## src/rtl/switch_debouncer_pkg.sv

```systemverilog
// Shared types and helpers for the switch debouncer.
package switch_debouncer_pkg;

  typedef enum logic {ST_STABLE, ST_WAIT} db_state_t;

  // Counter must hold values 0..n inclusive.
  function automatic int unsigned cnt_width(input int unsigned n);
    return $clog2(n + 1);
  endfunction

endpackage

```

## src/rtl/switch_debounce_cell.sv

```systemverilog
// One switch bit: synchroniser, stable/wait FSM with qualification counter, and
// registered level/rise/fall outputs.
module switch_debounce_cell
  import switch_debouncer_pkg::*;
#(
  parameter int unsigned SYNC_STAGES     = 2,
  parameter int unsigned DEBOUNCE_CYCLES = 1000000,
  parameter int unsigned CNT_W           = cnt_width(DEBOUNCE_CYCLES)
) (
  input  logic clk,
  input  logic rst,
  input  logic raw,
  output logic level,
  output logic rise,
  output logic fall
);

  logic [SYNC_STAGES-1:0] sync_q;
  logic                   s;
  db_state_t              state_q, state_d;
  logic [CNT_W-1:0]       cnt_q, cnt_d;
  logic                   level_q, level_d;
  logic                   rise_q, rise_d;
  logic                   fall_q, fall_d;

  assign s = sync_q[SYNC_STAGES-1];

  always_comb begin
    state_d = state_q;
    cnt_d   = cnt_q;
    level_d = level_q;
    rise_d  = 1'b0;
    fall_d  = 1'b0;
    unique case (state_q)
      ST_STABLE: begin
        if (s != level_q) begin
          state_d = ST_WAIT;
          cnt_d   = CNT_W'(1);
        end else begin
          cnt_d = '0;
        end
      end
      ST_WAIT: begin
        if (s == level_q) begin
          // Bounce back to the accepted level: drop the pending change.
          state_d = ST_STABLE;
          cnt_d   = '0;
        end else if (cnt_q == CNT_W'(DEBOUNCE_CYCLES)) begin
          state_d = ST_STABLE;
          cnt_d   = '0;
          level_d = ~level_q;
          rise_d  = ~level_q;
          fall_d  = level_q;
        end else begin
          cnt_d = cnt_q + CNT_W'(1);
        end
      end
      default: begin
        state_d = ST_STABLE;
        cnt_d   = '0;
      end
    endcase
  end

  always_ff @(posedge clk) begin
    if (rst) begin
      sync_q  <= '0;
      state_q <= ST_STABLE;
      cnt_q   <= '0;
      level_q <= 1'b0;
      rise_q  <= 1'b0;
      fall_q  <= 1'b0;
    end else begin
      sync_q  <= {sync_q[SYNC_STAGES-2:0], raw};
      state_q <= state_d;
      cnt_q   <= cnt_d;
      level_q <= level_d;
      rise_q  <= rise_d;
      fall_q  <= fall_d;
    end
  end

  assign level = level_q;
  assign rise  = rise_q;
  assign fall  = fall_q;

endmodule

```

## src/rtl/switch_debouncer.sv

```systemverilog
// Debounced board switches for the clock-mux selects, with per-bit edge pulses
// and a combined change strobe.
module switch_debouncer
  import switch_debouncer_pkg::*;
#(
  parameter int unsigned NUM_SW          = 2,
  parameter int unsigned SYNC_STAGES     = 2,
  parameter int unsigned DEBOUNCE_CYCLES = 1000000
) (
  input  logic              clk,
  input  logic              rst,
  input  logic [NUM_SW-1:0] sw_raw_in,
  output logic [NUM_SW-1:0] sw_out,
  output logic [NUM_SW-1:0] sw_rise_out,
  output logic [NUM_SW-1:0] sw_fall_out,
  output logic              sw_changed_out
);

  localparam int unsigned CntW = cnt_width(DEBOUNCE_CYCLES);

  for (genvar i = 0; i < NUM_SW; i++) begin : g_cell
    switch_debounce_cell #(
      .SYNC_STAGES    (SYNC_STAGES),
      .DEBOUNCE_CYCLES(DEBOUNCE_CYCLES),
      .CNT_W          (CntW)
    ) u_cell (
      .clk  (clk),
      .rst  (rst),
      .raw  (sw_raw_in[i]),
      .level(sw_out[i]),
      .rise (sw_rise_out[i]),
      .fall (sw_fall_out[i])
    );
  end

  // Pulses are registered, so this OR adds no input-to-output path.
  assign sw_changed_out = |(sw_rise_out | sw_fall_out);

endmodule

```

## config.mk

```make
export PLATFORM = sky130hd
export DESIGN_NAME = switch_debouncer
export DESIGN_NICKNAME = d
export VERILOG_FILES = /design/src/rtl/switch_debouncer_pkg.sv /design/src/rtl/switch_debounce_cell.sv /design/src/rtl/switch_debouncer.sv
export SDC_FILE = /design/constraint.sdc
export NUM_CORES = 1
export LEC_CHECK = 0
export CELL_PAD_IN_SITES_DETAIL_PLACEMENT = 0
export CELL_PAD_IN_SITES_GLOBAL_PLACEMENT = 1
export CORE_UTILIZATION = 52
export CTS_CLUSTER_SIZE = 14
export DETAILED_ROUTE_END_ITERATION = 6
export DONT_BUFFER_PORTS = 1
export HOLD_SLACK_MARGIN = 0.08
export PLACE_DENSITY = 0.81
export SLEW_MARGIN = 25
export SYNTH_ARGS = -nofsm -noshare
export SYNTH_HDL_FRONTEND = slang
export SYNTH_HIERARCHICAL = 1
export SYNTH_SLANG_ARGS = --single-unit
```

## constraint.sdc

```tcl
create_clock -name clk -period 4.2 [get_ports clk]
set_input_delay 0.21 -clock clk [delete_from_list [all_inputs] [get_ports clk]]
set_output_delay 0.21 -clock clk [all_outputs]
set_load 0.05 [all_outputs]
```

==> results.ini, run 1 <==
[run_status]
status = completed

[synthesis]
yosys-top-cells-area = dfxtp_1 44%, xnor2_1 6.7%, nor2_1 5.4%, nand4_1 4.3%, xor2_1 3.7%
synth_top_area_share_pct = 44.3
synth_cell_types = 28
synthCells = 261
ys_warn_count = 6
synth_top_area_cell = dfxtp_1
synth_seq_cells = 52
syn_avg_cell_area_um2 = 8.99
synth_fp_nets = 269
synth_area_um2 = 2350
yosysSeqAreaShare_pct = 44.3

[global_routing]
grt_pass1_vias = 1614
grt_pass1_wl_mm = 7.51
top_usage_layer = met1
use_met1_pct = 29.0
gr-usage-met3_pct = 4.51
grtUsageMet2_pct = 26.8
grt_remaining_overflow = 0
grt_antenna_before_repair = 0
grt_usage_pct = 19.1
grt_max_degree = 20

[pwr]
p_sw_mw = 0.170
finalPower_mw = 0.847
pwr-share-seq_pct = 58.8
p_leak_nw = 0.718
p_clk_share_pct = 40.1
vdd_ir_drop_max_v = 0.000234
p_int_mw = 0.677
p_sw_share_pct = 20.1
comb_power_share_pct = 1.1
power_density_nw_per_um2 = 337

[floorplan]
coreArea_um2 = 4350
io_pins = 11
rows = 24
dieWidth_um = 69.2
start_util_pct = 53.9
die_y_um = 69.2
die_area_um2 = 4790

[worst_setup_path]
cp.required_ps = 4370
worst_setup_path_start_kind = register
arrival_ps = 2440
critPathCaptureType = register
critPathKind = register to register
critPathMaxFanout = 19

[clocking]
cts.sinks = 52
cts_root_buf = clkbuf_8
numCtsBuffers = 5
cts_tree = done
clk_pin_slew_worst_paths_ps = 90
cts.htree.levels = 2
clkLatencyLatePin_ps = 300
clk_path_buf_depth = 2
post_cts_resized = 0

[timing]
fin_setup_tns_ps = 0
clock_skew_ps = 5.91
tightest_slew_ps = 687
slew_headroom_pct = 53.8
setup_viol = 0
max_freq_mhz = 441
period_share_pct = 53.9
timing.final.ws_setup_ps = 1930
rsz0062_at_grt = no
hold_viol = 0
maxSlewViolCount = 0
final.min_clock_period_ps = 2270

[detailed_routing]
wirelength_mm = 4.29
routedWlPerCell_um = 13.5
viasPerCell = 5.70
first_pass_iters = 4
antenna_left = 0
routed-via-count = 1812
drc = 0
first_iter_violations = 73

[layout]
final_cell_area_um2 = 2520
nets = 273
layout-drive-gt1-share_pct = 6.02
syn_to_final_growth_pct = 7.20
num-fill-cells = 413
multi_input_area_um2 = 1220
seqCellArea_um2 = 1040
antenna_cells = 0

[place]
gp_congestion = 0.771
dp_worst_setup_slack_ps = 1950
place_area_um2 = 2370
io_buffers = 0
hpwl_mm = 2.91

[run]
drv_cap = 0

[hold_path]
hp-class = input pin to register

-- sequential cells by signal, summed over array words and instances (netlist names) --
name / flops
g_cell.u_cell/cnt_q: 40
g_cell.u_cell/fall: 2
g_cell.u_cell/level: 2
g_cell.u_cell/rise: 2
g_cell.u_cell/state_q: 2
g_cell.u_cell/sync_q: 4
-- cell type report --
cell class / instances / share of cell area (%)
Clock buffer: 5 / 2.73
Clock inverter: 3 / 1.69
Inverter: 12 / 1.79
Multi-Input combinational cell: 191 / 48.6
Sequential cell: 52 / 41.4
Tap cell: 52 / 2.59
Timing Repair Buffer: 3 / 1.19
-- stage by stage --
step | hold slack (ps) | std cells | util (%)
5_1_grt | 166 | 318 | 57.8
3_5_place_dp | 283 | 307 | 54.5
4_1_cts | 157 | 318 | 57.8
3_3_place_gp | 282 | 307 | 54.5
2_1_floorplan | 279 | 261 | -
6_report | 164 | 318 | 57.8
-- cells in the mapped netlist --
master / number
a21oi_1: 14
a31o_2: 2
a31oi_1: 2
and2_1: 2
and4_1: 8
buf_6: 2
clkbuf_1: 4
dfxtp_1: 52
ha_1: 4
inv_1: 12
nand2_1: 12
nand3_1: 12
nand4_1: 16
nor2_1: 34
nor2b_1: 6
nor3_1: 6
nor4_1: 8
nor4b_1: 2
o211ai_4: 2
o21ai_0: 6
o31ai_1: 6
or2_2: 2
or3_1: 6
or4_1: 9
or4_4: 2
or4b_1: 2
xnor2_1: 18
xor2_1: 10
-- logic make-up after synthesis --
kind of cell / after synthesis / share of synthesized area [%]
simple gates: 127 / 30.3
flops: 52 / 44.3
compound gates: 32 / 9.28
xor+xnor: 28 / 10.4
buf+inv: 18 / 3.52
fa+ha+maj: 4 / 2.13
-- final timing paths --
kind / startpoint / end / slack, ps / cells past startpoint
max: g_cell[0].u_cell/cnt_q[0] / g_cell[0].u_cell/cnt_q[14] / 1930 / 6
min: rst / g_cell[0].u_cell/fall / 160 / 3
max reg2reg: g_cell[0].u_cell/cnt_q[0] / g_cell[0].u_cell/cnt_q[14] / 1930 / 6
min reg2reg: g_cell[0].u_cell/sync_q[0] / g_cell[0].u_cell/sync_q[1] / 450 / 1
-- layer usage --
layer / share of wire (%) / wire (um)
met5: 0 / 0
met1: 57 / 2430
met2: 40 / 1720
met3: 2.7 / 114
met4: 0.72 / 31
-- what timing repair did --
item	CTS	global route
setup buffers	0	0
hold buffers	3	0
hold endpoints to repair	10	0
-- critical path: stages (launching register included) --
cell,delay [ps]
dfxtp_1,350
inv_1,80
ha_1,140
or4b_1,460
or4_4,520
o211ai_4,490
nor2_1,100
-- power groups by stage --
stage	Sequential, mW	Clock (mW)	Combinational, mW
floorplan	0.509	0	0.00540
global placement	0.509	0	0.00624
detailed placement	0.509	0	0.00617
CTS	0.498	0.350	0.00949
global route	0.498	0.372	0.0105
finish	0.498	0.340	0.00949
-- layout by cell type, fill, tap and decap left out, drive strengths merged, types with 6 or more instances in the layout --
cell   instances
o21ai          6
nand4         16
o31ai          6
or3            6
and4           8
xor2          10
nor4           8
nor2b          6
nor3           6
nand2         12
dfxtp         52
xnor2         18
a21oi         14
nand3         12
or4           11
inv           12
nor2          34
No activity file was read; power rests on OpenSTA's default activity.
==> run 2, diff against run 1 <==
CORE_UTILIZATION = 43   (was 52)
PLACE_DENSITY = 0.72   (was 0.81)
clock period = 1.9 ns   (was 4.2 ns; I/O delays follow)
==> results.ini, run 2 (synthesis gave the netlist of run 1 again) <==
[worst_setup_path]
critPathMaxFanout = 19
cp.required_ps = 2080
critPathKind = register to register
arrival_ps = 2200
critPathCaptureType = register
worst_setup_path_start_kind = register

[detailed_routing]
antenna_left = 0
routedWlPerCell_um = 12.6
viasPerCell = 5.15
dr_wl_met3_um = 137
routed-via-count = 1886
wl_met1_mm = 2.61
first_iter_violations = 85
wl_met2_mm = 1.84
routed.top_layer = met4
first_pass_iters = 4
wirelength_mm = 4.62
drc = 0

[timing]
hold_viol = 0
final.min_clock_period_ps = 2020
rsz0062_at_grt = yes
setup_viol = 38
timing.final.ws_setup_ps = -120
slew_headroom_pct = 67.0
maxSlewViolCount = 0
period_share_pct = 106
clock_skew_ps = 8.06
max_freq_mhz = 495
tightest_slew_ps = 491

[layout]
syn_to_final_growth_pct = 18.6
num-fill-cells = 479
layoutNonFillerInstCount = 366
regMostFlops = g_cell.u_cell/cnt_q
largest_register_ffs = 40
reg_top3 = g_cell.u_cell/cnt_q: 40 flops, g_cell.u_cell/sync_q: 4 flops
fin_util_pct = 53.8
final_common_cell = dfxtp_1
nets = 303
layout.cells.most_common_list = 49 x dfxtp_1, 34 x nor2_1, 28 x buf_4
antenna_cells = 0
layout-drive-gt1-share_pct = 17.6

[pwr]
power_density_nw_per_um2 = 634
finalPower_mw = 1.76
vdd_ir_drop_max_v = 0.000353
p_leak_nw = 0.874

[clocking]
clkLatencyLatePin_ps = 290
clk_pin_slew_worst_paths_ps = 90
clk_path_buf_depth = 2
cts.sinks = 52
cts.htree.levels = 2
cts_root_buf = clkbuf_8
numCtsBuffers = 5
cts_tree = done

[global_routing]
grt_max_degree = 20
grt_pass1_wl_mm = 7.89
grt_antenna_before_repair = 0
grt_usage_pct = 18.2
grt_pass1_vias = 1677
grt_remaining_overflow = 0

[floorplan]
coreArea_um2 = 5170
die_y_um = 75.9
start_util_pct = 45.4
rows = 26
dieWidth_um = 75.9
io_pins = 11
die_area_um2 = 5760

[place]
placed_cells = 355
hpwl_mm = 3.34
gp_congestion = 0.752
io_buffers = 0
dp_worst_setup_slack_ps = -108

[hold_path]
hp-class = register to register

[run_status]
violations = negative setup slack
status = complete, but fails checks

[run]
drv_cap = 0

[run 2: worst max-delay path, stage by stage, from the launching register on]
cell      delay [ps]
dfxtp_2          330
inv_2             50
ha_1             130
or4b_4           460
or4_4            510
o211ai_4         190
buf_12           170
a21oi_1           50
[run 2: final timing paths]
check / startpoint / end / slack (ps) / cells past startpoint
setup / recovery: g_cell[0].u_cell/cnt_q[0] / g_cell[0].u_cell/cnt_q[16] / -120 / 7
hold reg to reg: g_cell[1].u_cell/sync_q[0] / g_cell[1].u_cell/sync_q[1] / 460 / 1
hold / removal: g_cell[1].u_cell/sync_q[0] / g_cell[1].u_cell/sync_q[1] / 460 / 1
setup reg to reg: g_cell[0].u_cell/cnt_q[0] / g_cell[0].u_cell/cnt_q[16] / -120 / 7
[run 2: metal layers]
layer  GRT usage, %  up-vias
met3           4.37        2
met1           28.6      851
met2           24.4       24
met4           4.32        0
li1               -     1009
met5              0        -
[run 2: what timing repair did]
| item | 4_1_cts | 5_1_grt |
|---|---|---|
| hold buffers | 3 | 0 |
| cloned | 0 | 0 |
| setup endpoints to repair | 38 | 40 |
| hold endpoints to repair | 14 | 0 |
| buffers inserted | 0 | 0 |
| gates resized for setup | 0 | 3 |
[run 2: report_power, final]
| group | total (mW) | internal, mW | switching (mW) |
|---|---|---|---|
| Sequential | 1.10 | 1.10 | 0.00484 |
| Combinational | 0.0263 | 0.0145 | 0.0118 |
| Clock | 0.638 | 0.298 | 0.340 |
| Total | 1.76 | 1.41 | 0.356 |
[run 2: per-stage QoR]
stage	hold WS [ps]	cell area, um2	TNS, ps
after floorplan	164	2360	-2470
after global placement	166	2660	-2910
after detailed placement	168	2660	-3570
after CTS	458	2780	-4410
after global routing	480	2780	-6550
final	461	2780	-4000
[run 2: cell type report]
class                      count  area, um2  area share [%]
clock buffer                   8       90.1            3.24
inverter                      12       45.0            1.62
multi-input combinational    191       1230            44.4
sequential                    52       1040            37.5
tap                           70       87.6            3.15
timing repair buffer          33        280            10.1
==> run 3, diff against run 2 <==
CORE_ASPECT_RATIO = 0.7   (was default)
MAX_ROUTING_LAYER = met4   (was default)
==> results.ini, run 3 (synthesis gave the netlist of run 1 again) <==
[run_status]
status = complete, but fails checks
violations = negative setup slack

[layout]
final_common_cell = dfxtp_1
syn_to_final_growth_pct = 18.9
fin_util_pct = 53.1
regMostFlops = g_cell.u_cell/cnt_q
final_cell_area_um2 = 2790
nets = 302
antenna_cells = 0
layout-drive-gt1-share_pct = 16.9
layout.cells.most_common_list = 50 x dfxtp_1, 34 x nor2_1, 27 x buf_4
reg_top3 = g_cell.u_cell/cnt_q: 40 flops, g_cell.u_cell/sync_q: 4 flops
layoutNonFillerInstCount = 367
largest_register_ffs = 40

[detailed_routing]
viasPerCell = 5.28
drc = 0
routedWlPerCell_um = 13.5
antenna_left = 0
routed-via-count = 1937
wirelength_mm = 4.96
first_pass_iters = 4
first_iter_violations = 78

[worst_setup_path]
path_delay_family = simple AND/OR/NAND/NOR gates
cp_slowest_cell = or4_4
max_stage_delay_ps = 520
cp.required_ps = 2100
critPathMaxFanout = 19
arrival_ps = 2230
worst_setup_path_start_kind = register
crit_chain = inv_2 -> ha_1 -> or4b_4 -> or4_4 -> o211ai_4 -> buf_12 -> a21oi_1
crit_buf_inv = 2
critPathCaptureType = register
critPathKind = register to register
r2r_slack_ps = -130

[place]
hpwl_mm = 3.58
placed_cells = 356
gp_congestion = 0.794
place_area_um2 = 2650
io_buffers = 0
dp_worst_setup_slack_ps = -115

[timing]
slew_headroom_pct = 64.4
timing.final.ws_setup_ps = -134
maxSlewViolCount = 0
fin_setup_tns_ps = -4610
tightest_slew_ps = 527
clock_skew_ps = 6.43
rsz0062_at_grt = yes
final.min_clock_period_ps = 2030
max_freq_mhz = 492
holdWs_ps = 459
period_share_pct = 107
setup_viol = 38
hold_viol = 0

[pwr]
finalPower_mw = 1.89
p_leak_nw = 0.876
vdd_ir_drop_max_v = 0.000289
power_density_nw_per_um2 = 679

[clocking]
numCtsBuffers = 5
cts_root_buf = clkbuf_8
clk_pin_slew_worst_paths_ps = 90
clkLatencyLatePin_ps = 310
cts_tree = done
cts.sinks = 52
clk_path_buf_depth = 2
cts.htree.levels = 2

[floorplan]
die_y_um = 63.8
die_area_um2 = 5760
coreArea_um2 = 5260
rows = 22
io_pins = 11
start_util_pct = 44.6
dieWidth_um = 90.3

[global_routing]
grt_pass1_wl_mm = 8.64
grt_pass1_vias = 1798
grt_remaining_overflow = 0
grt_antenna_before_repair = 0
grt_max_degree = 20
grt_usage_pct = 19.7

[hold_path]
hp-class = input pin to register

[run]
drv_cap = 0

run 3: changes by cell type in the layout (fill, tap and decap cells not counted), sizes merged:
| cell | delta |
|---|---|
| buf | -1 |
| bufinv | +1 |
| clkbuf | -2 |
| clkinv | +1 |
run 3: layout make-up:
cell class / instances / area [um2]
fill: 507 / 2470
multi-input combinational: 191 / 1230
clock inverter: 2 / 35.0
timing repair buffer: 32 / 273
tap: 72 / 90.1
clock buffer: 6 / 72.6
inverter: 12 / 45.0
sequential: 52 / 1040
run 3: metal layers:
layer	vias to the layer above	track usage (%)	wire (um)
met3	7	4.64	177
met2	32	25.0	1750
li1	1007	-	-
met5	-	-	0
met4	0	6.65	59
met1	891	29.9	2970
run 3: final timing paths:
check / start / end / cells past startpoint
setup / recovery: g_cell[0].u_cell/cnt_q[0] / g_cell[0].u_cell/cnt_q[15] / 7
hold reg to reg: g_cell[1].u_cell/sync_q[0] / g_cell[1].u_cell/sync_q[1] / 1
hold / removal: sw_raw_in[0] / g_cell[0].u_cell/sync_q[0] / 2
setup reg to reg: g_cell[0].u_cell/cnt_q[0] / g_cell[0].u_cell/cnt_q[15] / 7
run 3: where the power goes:
group	total (mW)	leakage, nW	switching (mW)	internal (mW)
registers	1.10	0.421	0.00495	1.10
clock network	0.767	0.0552	0.375	0.392
logic	0.0271	0.400	0.0120	0.0151
run 3: worst register-to-register path: stages, from the launching register on:
cell,delay (ps)
dfxtp_2,340
inv_2,60
ha_1,130
or4b_4,450
or4_4,520
o211ai_4,190
buf_12,180
a21oi_1,60
run 3: timing repair:
action                                 CTS  global route
setup endpoints to repair               38            40
setup buffers                            0             0
endpoints found under the hold margin   14             0
hold buffers                             3             0
gates cloned                             0             0
gates resized for setup                  0             1
